===== config.mk =====
export PLATFORM = sky130hd
export DESIGN_NAME = dmem_arbiter_flat
export DESIGN_NICKNAME = d
export VERILOG_FILES = /design/src/rtl/dmem_arbiter_if.sv /design/src/rtl/dmem_arbiter.sv /design/src/flat_wrapper.sv
export SDC_FILE = /design/constraint.sdc
export NUM_CORES = 1
export LEC_CHECK = 0
export ABC_AREA = 1
export BUFFER_PORTS_ARGS = -buffer_cell sky130_fd_sc_hd__buf_2
export CAP_MARGIN = 10
export CORE_AREA = 3 3 92 94
export DETAILED_ROUTE_END_ITERATION = 16
export DIE_AREA = 0 0 95 97
export GPL_ROUTABILITY_DRIVEN = 0
export PLACE_DENSITY_LB_ADDON = 0.2
export REMOVE_ABC_BUFFERS = 1
export SETUP_SLACK_MARGIN = 0.4
export SLEW_MARGIN = 10
export SYNTH_ARGS = -nofsm -noshare
export SYNTH_HDL_FRONTEND = slang
export SYNTH_SLANG_ARGS = --single-unit

===== constraint.sdc =====
create_clock -name clock -period 2 [get_ports clock]
set_clock_uncertainty 0.1 [all_clocks]
set_input_delay 0.2 -clock clock [delete_from_list [all_inputs] [get_ports clock]]
set_output_delay 0.2 -clock clock [all_outputs]
set_load 0.005 [all_outputs]

===== src/rtl/dmem_arbiter_if.sv =====
// Requester and dmem signal bundle for dmem_arbiter.
// Handshake: mN_req is valid and mN_gnt is ready. An access transfers in the cycle where both are high, and the requester holds wren/lock/addr/wdata stable until then.
interface dmem_arbiter_if #(
    parameter int ADDR_W = 12,
    parameter int DATA_W = 32
);
    logic              m0_req;
    logic              m0_wren;
    logic              m0_lock;
    logic [ADDR_W-1:0] m0_addr;
    logic [DATA_W-1:0] m0_wdata;
    logic              m0_gnt;
    logic              m0_rvalid;
    logic [DATA_W-1:0] m0_rdata;

    logic              m1_req;
    logic              m1_wren;
    logic              m1_lock;
    logic [ADDR_W-1:0] m1_addr;
    logic [DATA_W-1:0] m1_wdata;
    logic              m1_gnt;
    logic              m1_rvalid;
    logic [DATA_W-1:0] m1_rdata;

    logic [ADDR_W-1:0] mem_address;
    logic [DATA_W-1:0] mem_data;
    logic              mem_wren;
    logic [DATA_W-1:0] mem_q;

    modport slave (
        input  m0_req, m0_wren, m0_lock, m0_addr, m0_wdata,
        input  m1_req, m1_wren, m1_lock, m1_addr, m1_wdata,
        input  mem_q,
        output m0_gnt, m0_rvalid, m0_rdata,
        output m1_gnt, m1_rvalid, m1_rdata,
        output mem_address, mem_data, mem_wren
    );

    modport master (
        output m0_req, m0_wren, m0_lock, m0_addr, m0_wdata,
        output m1_req, m1_wren, m1_lock, m1_addr, m1_wdata,
        output mem_q,
        input  m0_gnt, m0_rvalid, m0_rdata,
        input  m1_gnt, m1_rvalid, m1_rdata,
        input  mem_address, mem_data, mem_wren
    );
endinterface


===== src/rtl/dmem_arbiter.sv =====
// Round-robin arbiter with a bounded lock, sharing one single-port synchronous dmem
// between two masters and steering each read result back to the master that issued it.
module dmem_arbiter #(
    parameter int ADDR_W   = 12,
    parameter int DATA_W   = 32,
    parameter int LOCK_MAX = 8
) (
    input logic          clock,
    input logic          reset,
    dmem_arbiter_if.slave bus
);
    logic       r_last;
    logic       r_locked;
    logic       r_owner;
    logic [7:0] r_lock_cnt;
    logic       r_rd_pend;
    logic       r_rd_id;

    logic              w_gnt_vld;
    logic              w_gnt_id;
    logic              w_sel_wren;
    logic              w_sel_lock;
    logic [ADDR_W-1:0] w_sel_addr;
    logic [DATA_W-1:0] w_sel_wdata;
    logic [7:0]        w_cnt_nxt;
    logic              w_owner_req;

    assign w_owner_req = r_owner ? bus.m1_req : bus.m0_req;

    // An asserted reset suppresses any grant immediately, before any clock edge arrives.
    always_comb begin
        w_gnt_vld = 1'b0;
        w_gnt_id  = 1'b0;
        if (reset) begin
            if (r_locked && w_owner_req) begin
                w_gnt_vld = 1'b1;
                w_gnt_id  = r_owner;
            end else if (bus.m0_req && bus.m1_req) begin
                w_gnt_vld = 1'b1;
                w_gnt_id  = ~r_last;
            end else if (bus.m0_req) begin
                w_gnt_vld = 1'b1;
                w_gnt_id  = 1'b0;
            end else if (bus.m1_req) begin
                w_gnt_vld = 1'b1;
                w_gnt_id  = 1'b1;
            end
        end
    end

    assign w_sel_wren  = w_gnt_id ? bus.m1_wren  : bus.m0_wren;
    assign w_sel_lock  = w_gnt_id ? bus.m1_lock  : bus.m0_lock;
    assign w_sel_addr  = w_gnt_id ? bus.m1_addr  : bus.m0_addr;
    assign w_sel_wdata = w_gnt_id ? bus.m1_wdata : bus.m0_wdata;
    assign w_cnt_nxt   = r_lock_cnt + 8'd1;

    assign bus.m0_gnt      = w_gnt_vld && !w_gnt_id;
    assign bus.m1_gnt      = w_gnt_vld && w_gnt_id;
    assign bus.mem_wren    = w_gnt_vld && w_sel_wren;
    assign bus.mem_address = w_gnt_vld ? w_sel_addr  : '0;
    assign bus.mem_data    = w_gnt_vld ? w_sel_wdata : '0;

    assign bus.m0_rvalid = reset && r_rd_pend && !r_rd_id;
    assign bus.m1_rvalid = reset && r_rd_pend && r_rd_id;
    assign bus.m0_rdata  = bus.m0_rvalid ? bus.mem_q : '0;
    assign bus.m1_rdata  = bus.m1_rvalid ? bus.mem_q : '0;

    always_ff @(posedge clock or negedge reset) begin
        if (!reset) begin
            r_last     <= 1'b1;
            r_locked   <= 1'b0;
            r_owner    <= 1'b0;
            r_lock_cnt <= 8'd0;
            r_rd_pend  <= 1'b0;
            r_rd_id    <= 1'b0;
        end else begin
            if (w_gnt_vld) begin
                r_last <= w_gnt_id;
            end
            // The grant that brings the count to LOCK_MAX is the owner's last locked grant.
            if (w_gnt_vld && w_sel_lock && (w_cnt_nxt != 8'(LOCK_MAX))) begin
                r_locked   <= 1'b1;
                r_owner    <= w_gnt_id;
                r_lock_cnt <= w_cnt_nxt;
            end else begin
                r_locked   <= 1'b0;
                r_lock_cnt <= 8'd0;
            end
            r_rd_pend <= w_gnt_vld && !w_sel_wren;
            if (w_gnt_vld && !w_sel_wren) begin
                r_rd_id <= w_gnt_id;
            end
        end
    end
endmodule

===== src/flat_wrapper.sv =====
// flat-port wrapper written by rule: the top's interface ports become plain ports
module dmem_arbiter_flat 
#(
    parameter int ADDR_W   = 12,
    parameter int DATA_W   = 32,
    parameter int LOCK_MAX = 8
)
  (clock, reset, bus_m0_req, bus_m0_wren, bus_m0_lock, bus_m0_addr, bus_m0_wdata, bus_m1_req, bus_m1_wren, bus_m1_lock, bus_m1_addr, bus_m1_wdata, bus_mem_q, bus_m0_gnt, bus_m0_rvalid, bus_m0_rdata, bus_m1_gnt, bus_m1_rvalid, bus_m1_rdata, bus_mem_address, bus_mem_data, bus_mem_wren);
  dmem_arbiter_if #(.ADDR_W(ADDR_W), .DATA_W(DATA_W)) bus_i ();
  input logic clock;
  input logic reset;
  input wire logic [$bits(bus_i.m0_req)-1:0] bus_m0_req;
  input wire logic [$bits(bus_i.m0_wren)-1:0] bus_m0_wren;
  input wire logic [$bits(bus_i.m0_lock)-1:0] bus_m0_lock;
  input wire logic [$bits(bus_i.m0_addr)-1:0] bus_m0_addr;
  input wire logic [$bits(bus_i.m0_wdata)-1:0] bus_m0_wdata;
  input wire logic [$bits(bus_i.m1_req)-1:0] bus_m1_req;
  input wire logic [$bits(bus_i.m1_wren)-1:0] bus_m1_wren;
  input wire logic [$bits(bus_i.m1_lock)-1:0] bus_m1_lock;
  input wire logic [$bits(bus_i.m1_addr)-1:0] bus_m1_addr;
  input wire logic [$bits(bus_i.m1_wdata)-1:0] bus_m1_wdata;
  input wire logic [$bits(bus_i.mem_q)-1:0] bus_mem_q;
  output wire logic [$bits(bus_i.m0_gnt)-1:0] bus_m0_gnt;
  output wire logic [$bits(bus_i.m0_rvalid)-1:0] bus_m0_rvalid;
  output wire logic [$bits(bus_i.m0_rdata)-1:0] bus_m0_rdata;
  output wire logic [$bits(bus_i.m1_gnt)-1:0] bus_m1_gnt;
  output wire logic [$bits(bus_i.m1_rvalid)-1:0] bus_m1_rvalid;
  output wire logic [$bits(bus_i.m1_rdata)-1:0] bus_m1_rdata;
  output wire logic [$bits(bus_i.mem_address)-1:0] bus_mem_address;
  output wire logic [$bits(bus_i.mem_data)-1:0] bus_mem_data;
  output wire logic [$bits(bus_i.mem_wren)-1:0] bus_mem_wren;
  assign bus_i.m0_req = bus_m0_req;
  assign bus_i.m0_wren = bus_m0_wren;
  assign bus_i.m0_lock = bus_m0_lock;
  assign bus_i.m0_addr = bus_m0_addr;
  assign bus_i.m0_wdata = bus_m0_wdata;
  assign bus_i.m1_req = bus_m1_req;
  assign bus_i.m1_wren = bus_m1_wren;
  assign bus_i.m1_lock = bus_m1_lock;
  assign bus_i.m1_addr = bus_m1_addr;
  assign bus_i.m1_wdata = bus_m1_wdata;
  assign bus_i.mem_q = bus_mem_q;
  assign bus_m0_gnt = bus_i.m0_gnt;
  assign bus_m0_rvalid = bus_i.m0_rvalid;
  assign bus_m0_rdata = bus_i.m0_rdata;
  assign bus_m1_gnt = bus_i.m1_gnt;
  assign bus_m1_rvalid = bus_i.m1_rvalid;
  assign bus_m1_rdata = bus_i.m1_rdata;
  assign bus_mem_address = bus_i.mem_address;
  assign bus_mem_data = bus_i.mem_data;
  assign bus_mem_wren = bus_i.mem_wren;
  dmem_arbiter #(.ADDR_W(ADDR_W), .DATA_W(DATA_W), .LOCK_MAX(LOCK_MAX)) u_core (.clock(clock), .reset(reset), .bus(bus_i));
endmodule

## Yosys cells after proc, flatten, opt, wreduce, memory -nomap -nowiden

Cells that the tools add are included.

- Flip-flop bits (word level): 13
- Bits in latches: 0
- RAM bits: 0
- Memory bits (read-only): 0
- Bits of input ports: 128
- Output and inout port bits: 113
- Logic and storage cells: 43
- Memories kept: 0

- $add $sub $neg: 1
- Multiply operators: 0
- Divide/modulo/power cells: 0
- $lt $le $gt $ge: 0
- Eq/ne operators: 1
- Shifts and indexed selects: 0
- Mux-type cells: 20
- Bitwise gates (word level): 1
- Reduce and logical (&&, ||, !) cells: 14

Operators with widths:

| operator | number |
|---|---|
| 2-to-1 mux 32 bit | 4 |
| 2-to-1 mux 12 bit | 2 |
| 2-to-1 mux 1 bit | 13 |
| logical AND 1 bit | 11 |
| adder 8 x 1 -> 8 bit, second input constant | 1 |
| 2-to-1 mux 8 bit | 1 |
| inequality test 8 x 4 -> 1 bit, second input constant | 1 |
| logical NOT 1 bit | 3 |
| NOT 1 bit | 1 |

## Longest topological paths before layout

Gate-level depths: netlist of run 1.

- Depth after elaboration: 9
- Gate-level depth with buffers: 11
- Mapped depth without buffers: 11

## Least setup slack after synthesis of run 1

Ideal clock, no wire load.

- Kind: reg2out
- Start point: register u_core.r_last
- End point: output port bus_mem_address[0]
- Arrival: 1257 ps
- Required time: 1700 ps
- Setup slack: 443 ps
- Cell stages (with the launch flop): 9
- Buffers on the path: 2
- Path through: dfstp_2 > inv_1 > nand2_1 > nand3_1 > nand2_2 > inv_2 > buf_6 > buf_6 > a22o_1

- Word-level cells in the longest chain between the ends: 6

RTL lines:

| element | line | text |
|---|---|---|
| from (decl) | dmem_arbiter.sv:12 | `logic r_last;` |
| from (signal assigned) | dmem_arbiter.sv:78 | `r_last <= w_gnt_id;` |
| NOT 1 bit | dmem_arbiter.sv:40 | `w_gnt_id = ~r_last;` |
| 2-to-1 mux 1 bit | dmem_arbiter.sv:38 | `end else if (bus.m0_req && bus.m1_req) begin` |
| 2-to-1 mux 1 bit | dmem_arbiter.sv:35 | `if (r_locked && w_owner_req) begin` |
| 2-to-1 mux 1 bit | dmem_arbiter.sv:34 | `if (reset) begin` |
| 2-to-1 mux 12 bit | dmem_arbiter.sv:53 | `assign w_sel_addr = w_gnt_id ? bus.m1_addr : bus.m0_addr;` |
| 2-to-1 mux 12 bit | dmem_arbiter.sv:60 | `assign bus.mem_address = w_gnt_vld ? w_sel_addr : '0;` |
| to (decl) | flat_wrapper.sv:29 | `output wire logic [$bits(bus_i.mem_address)-1:0] bus_mem_address;` |

Every way passes these cells.

## Worst setup path after layout of run 1

- Start point: register u_core.r_last
- End point: output port bus_mem_data[22]

- Word-level cells in the longest chain between the ends: 6

RTL lines:

| element | line | text |
|---|---|---|
| NOT 1 bit | dmem_arbiter.sv:40 |  |
| 2-to-1 mux 1 bit | dmem_arbiter.sv:38 |  |
| 2-to-1 mux 1 bit | dmem_arbiter.sv:35 |  |
| 2-to-1 mux 1 bit | dmem_arbiter.sv:34 |  |
| 2-to-1 mux 32 bit | dmem_arbiter.sv:54 | `assign w_sel_wdata = w_gnt_id ? bus.m1_wdata : bus.m0_wdata;` |
| 2-to-1 mux 32 bit | dmem_arbiter.sv:61 | `assign bus.mem_data = w_gnt_vld ? w_sel_wdata : '0;` |
| to (decl) | flat_wrapper.sv:30 | `output wire logic [$bits(bus_i.mem_data)-1:0] bus_mem_data;` |

Every way passes these cells.

==> qor.yml, run 1 <==
status: "finished, final reports clean"
r2r_start: "u_core.r_last"
leakage_uw: 0.00216
dp_hpwl_um: 6280
setup_viol: 0
grt_overflow: 0
required_ps: 1700
yosys_warnings: 0
start_util_pct: 20.2
drtAntennaViolNets: 0
die_w_um: 95
tritoncts: "done"
max_stage_delay_ps: 530
fin_area_sq_um: 3470
post_dp_cell_area_sq_um: 2840
multiInputGateArea_sq_um: 1200
peakVddDrop_uv: 161
wl_per_cell_um: 13.4
grt_max_degree: 49
relSlewSlack_pct: 62.0
first_pass_iters: 4
syn_area_sq_um: 1560
worst_pin_slew_ps: 568
die_area_sq_um: 9220
drt_iter0_markers: 15
finalNonFillerCells: 606
worst-path-buf-inv: 4
core_sq_um: 7730
worstReg2RegEnd: "u_core.r_rd_id"
post-route-drc-count: 0
synth_seq_cells: 13
crit_family: "flip-flops"
hold_end: "u_core.r_rd_id"
row_count: 32
hold_depth: 3
root_buffer: "clkbuf_8"
start_kind: "flop"
wl_um: 8110
r2r_slack_ps: 400
fin_crit_ps: 1940
syn-instance-count: 252
crit_path_frequent_cell: "nand2_2"
clk_pin_slew_ps: 50
vias: 2572
avgSynthCellArea_sq_um: 6.19
r2r_cells: 10
regArea_sq_um: 327
layout.cells.most_common_list: "buf_2 (236), inv_1 (52), a22o_1 (44)"
cts.sinks: 13
via_per_inst: 4.24
placed_cells: 584
fill_cells: 782
cts_buffers: 3
hold_violations: 0
cp_max_fo: 48
final_common_cell: "buf_2"
rsz0062_at_grt: "yes"
ys_types: 23
path_depth: 8
slew_viol_final: 0
hp-class: "in2reg"
h-tree-depth: 1
grt_pass1_wl_um: 10900
hold_start: "bus_m1_wren"
finalCritPeriodShare_pct: 96.9
drive_gt1_share_pct: 64.4
fin_tns_setup_ps: 0
io_pins: 241
globalRouteTotalUtil_pct: 14.9
antenna_found_initial: 1
fp.dieH_um: 97
cap_viol_max_count: 0
power.density_nw_per_um2: 338
grt_pass1_vias: 2289
clk_latency_ps: 240
layout.nets: 633
fmax_ghz: 0.516
critPathArrivalTime_ps: 1640
critPathKind: "reg2out"
port_buffers: 240
clock_path_buffers: 2
area_growth_pct: 122
crit_path_top_delay_cell: "dfstp_2"
path_cells: "inv_2 > nand2_2 > nand3_2 > nand2_2 > buf_6 > inv_12 > a22o_1 > buf_2"
end_kind: "output pin"
ys_seq_area_share_pct: 20.9
worst reg2reg max path, cell delays in order (launching register included):
cell,delay [ps]
dfstp_2,530
inv_2,40
nand2_2,60
nand3_2,60
nand2_2,100
buf_6,140
inv_12,80
nor2_2,140
nor2_1,60
nor2_2,120
o21bai_1,70
Yosys cell counts:
| library cell | instances | area share, % |
|---|---|---|
| nand2_4 | 1 | 0.72 |
| o21ai_0 | 1 | 0.32 |
| buf_2 | 8 | 2.6 |
| inv_2 | 2 | 0.48 |
| nand2_1 | 23 | 5.5 |
| inv_1 | 54 | 13 |
| nand3_2 | 2 | 1.3 |
| xnor2_1 | 1 | 0.56 |
| buf_6 | 4 | 2.9 |
| clkbuf_1 | 3 | 0.72 |
| nand3_1 | 7 | 2.2 |
| nand2_2 | 2 | 0.80 |
| xor2_1 | 1 | 0.56 |
| nor2_2 | 3 | 1.2 |
| o21bai_1 | 1 | 0.48 |
| nor3_1 | 2 | 0.64 |
| ha_1 | 1 | 0.80 |
| o21bai_2 | 1 | 0.72 |
| dfrtp_1 | 12 | 19 |
| o21ai_1 | 1 | 0.32 |
| nor2_1 | 77 | 19 |
| dfstp_2 | 1 | 1.7 |
| a22o_1 | 44 | 25 |
sequential cells by signal, summed over array words and instances, names as in the netlist:
signal and cells:
u_core.r_rd_pend 1, u_core.r_rd_id 1, u_core.r_locked 1, u_core.r_lock_cnt 8, u_core.r_last 1, u_core.r_owner 1
power by group:
group          switching (uW)  internal (uW)
Clock                    91.7            141
Combinational             302            341
Sequential               14.3            282
repair_timing:
action,4_1_cts,5_1_grt
hold buffers,1,1
cloned,4,1
buffers inserted,6,4
resized for setup,30,71
pin swaps,4,10
endpoints found under the setup margin,91,124
hold endpoints to repair,12,1
cells by family (layout without fill, tap and decap cells):
family,Yosys count,after routing,share of synthesized area [%]
AND/OR/NAND/NOR,117,118,31.0
flip-flops,13,13,20.9
adder cells (fa/ha/maj),1,1,0.802
XOR/XNOR,2,2,1.12
buffers and inverters,71,321,19.6
other,0,1,0
AO/OA/AOI/OAI,48,48,26.5
worst max path at each step:
stage	startpoint	end
final	u_core.r_last	bus_mem_data[22]
after CTS	u_core.r_last	bus_mem_address[5]
after floorplan	u_core.r_last	u_core.r_owner
after detailed placement	u_core.r_last	u_core.r_owner
after global routing	u_core.r_last	bus_mem_data[22]
after global placement	u_core.r_locked	bus_mem_wren
layer usage:
layer / wire, um / vias up / global-route usage (%)
met2: 4630 / 146 / 31.5
met3: 880 / 8 / 3.50
met5: 0 / - / 0
met1: 2490 / 1119 / 12.5
met4: 114 / 0 / 5.44
li1: - / 1299 / -
layout make-up:
cell class / instances / area share, %
flip-flops and latches: 13 / 9.42
well taps: 102 / 3.68
multi-input cells: 169 / 34.6
inverters: 56 / 6.57
diodes: 1 / 0.0721
repair buffers: 261 / 44.3
clock buffers: 4 / 1.30
through the flow:
stage	power, uW	setup WS, ps	util (%)	hold WS [ps]
final	1170	61.8	44.9	178
after global routing	1250	23.0	44.9	196
after CTS	1120	80.7	40.4	-48.8
after detailed placement	809	109	36.8	93.3
after global placement	805	145	36.8	91.3
after floorplan	507	189	-	-196
Power figures use the tool's default switching activity.
==> run 2, diff against run 1 <==
--- a/config.mk
+++ b/config.mk
@@ -12,7 +12,6 @@
 export DETAILED_ROUTE_END_ITERATION = 16
 export DIE_AREA = 0 0 95 97
 export GPL_ROUTABILITY_DRIVEN = 0
-export PLACE_DENSITY_LB_ADDON = 0.2
 export REMOVE_ABC_BUFFERS = 1
 export SETUP_SLACK_MARGIN = 0.4
 export SLEW_MARGIN = 10
==> qor.yml, run 2 (synthesis results as in run 1) <==
status: "finished, final reports clean"
io_pins: 241  # unchanged
relSlewSlack_pct: 73.6  # +12 points
vias: 2790  # +8.5%
grt_pass1_vias: 2546  # +11%
hold_violations: 0  # unchanged
hold_ws_ps: 184  # +5.67 ps
hp-class: "in2reg"
globalRouteTotalUtil_pct: 17.1  # +2.2 points
h-tree-depth: 1  # unchanged
layout.cells.most_common_list: "buf_2 (235), nor2_4 (66), inv_1 (50)"
leakage_uw: 0.00230  # +6.5%
critPathKind: "reg2out"
cap_viol_max_count: 0  # unchanged
r2r_start: "u_core.r_last"
finalCritPeriodShare_pct: 99.0  # +2.0 points
via_per_inst: 4.51  # +6.4%
power.density_nw_per_um2: 332  # -1.8%
die_w_um: 95  # unchanged
first_pass_iters: 4  # unchanged
fin_crit_ps: 1980  # +40.9 ps
final_common_cell: "buf_2"
top_register: "u_core.r_lock_cnt"
r2r_cells: 13  # +3
clk_latency_ps: 240  # about the same
clk_pin_slew_ps: 60  # about the same
slew_viol_final: 0  # unchanged
wl_per_cell_um: 16.1  # +20%
cp_max_fo: 48  # unchanged
hold_end: "u_core.r_rd_id"
row_count: 32  # unchanged
crit_start: "u_core.r_last"
hold_depth: 3  # unchanged
grt_max_degree: 49  # unchanged
drt_iter0_markers: 46  # +31
port_buffers: 240  # unchanged
finish.utilization_pct: 52.8  # +7.9 points
post_dp_cell_area_sq_um: 2860  # +0.53%
root_buffer: "clkbuf_8"
antenna_found_initial: 0  # -1
hold_start: "bus_m1_wren"
end_kind: "output pin"
setup_viol: 0  # unchanged
n_antenna_cell: 0  # -1
layout.nets: 646  # +2.1%
worstReg2RegEnd: "u_core.r_owner"
tritoncts: "done"
cts.sinks: 13  # unchanged
worst_pin_slew_ps: 394  # -173 ps
fmax_ghz: 0.505  # -2.1%
grt_overflow: 0  # unchanged
drive_gt1_share_pct: 71.7  # +7.3 points
rsz0062_at_grt: "yes"
peakVddDrop_uv: 186  # +16%
wl_um: 9930  # +22%
post-route-drc-count: 0  # unchanged
start_kind: "flop"
die_area_sq_um: 9220  # unchanged
area_growth_pct: 161
r2r_slack_ps: 210  # -190 ps
critPathArrivalTime_ps: 1680  # +40 ps
largest_register_ffs: 8  # unchanged
drtAntennaViolNets: 0  # unchanged
cts_buffers: 3  # unchanged
fin_area_sq_um: 4080  # +18%
core_sq_um: 7730  # unchanged
clock_path_buffers: 2  # unchanged
fp.dieH_um: 97  # unchanged
required_ps: 1700  # about the same
dp_hpwl_um: 6990  # +11%
grt_pass1_wl_um: 12500  # +15%
start_util_pct: 20.2  # unchanged
-- run 2: cell types whose count changed in the layout (fill, tap and decap cells not counted), sizes merged --
cell / previous run / this run
clkbuf: 5 / 11
dlygate4sd3: 2 / 4
inv: 55 / 54
clkinv: 1 / 2
diode: 1 / 0
buf: 258 / 263
-- run 2: power breakdown --
group	total (uW)	switching, uW	internal (uW)
sequential	298	15.5	282
clock	236	95.4	141
combinational	819	394	425
total	1350	504	848
-- run 2: layer usage --
layer	wire length, um	vias to the layer above	track usage, %
met2	5550	159	34.8
li1	-	1329	-
met1	3510	1294	17.7
met4	89	0	3.66
met3	779	8	2.57
met5	0	-	0
-- run 2: worst max-delay path, stage by stage (launching register included) --
cell     delay [ps]
dfstp_2         530
inv_2            40
nand2_2          60
nand3_2          80
nand2_4         110
buf_12          130
inv_16           60
a22o_1          270
buf_2           130
-- run 2: worst max path at each step --
stage / slack [ps] / cells after the start / endpoint
floorplan: 190 / 11 / u_core.r_owner
global placement: 110 / 7 / bus_mem_data[13]
detailed placement: 70 / 10 / u_core.r_owner
CTS: 0.6 / 9 / bus_mem_address[6]
global route: -50 / 8 / bus_mem_data[5]
finish: 20 / 8 / bus_mem_data[5]
-- run 2: what timing repair did --
| action | 4_1_cts | 5_1_grt |
|---|---|---|
| setup endpoints to repair | 91 | 92 |
| endpoints found under the hold margin | 12 | 0 |
| gates resized for setup | 49 | 146 |
| cloned | 3 | 10 |
| hold buffers | 4 | 0 |
| setup buffers | 4 | 7 |
| pin swaps | 1 | 50 |
-- run 2: cell type report --
type	count	area, sq um
fillers	718	3650
well taps	102	128
flip-flops and latches	13	328
clock buffers	4	45.0
multi-input cells	169	1540
repair buffers	274	1790
inverters	56	244
-- run 2: stage by stage --
stage | power (uW) | setup slack, ps | std cells | TNS [ps]
4_1_cts | 1150 | 0.620 | 601 | 0
3_5_place_dp | 826 | 67.2 | 586 | 0
2_1_floorplan | 507 | 189 | 237 | 0
3_3_place_gp | 817 | 115 | 586 | 0
6_report | 1350 | 20.9 | 618 | 0
5_1_grt | 1440 | -50.6 | 618 | -373
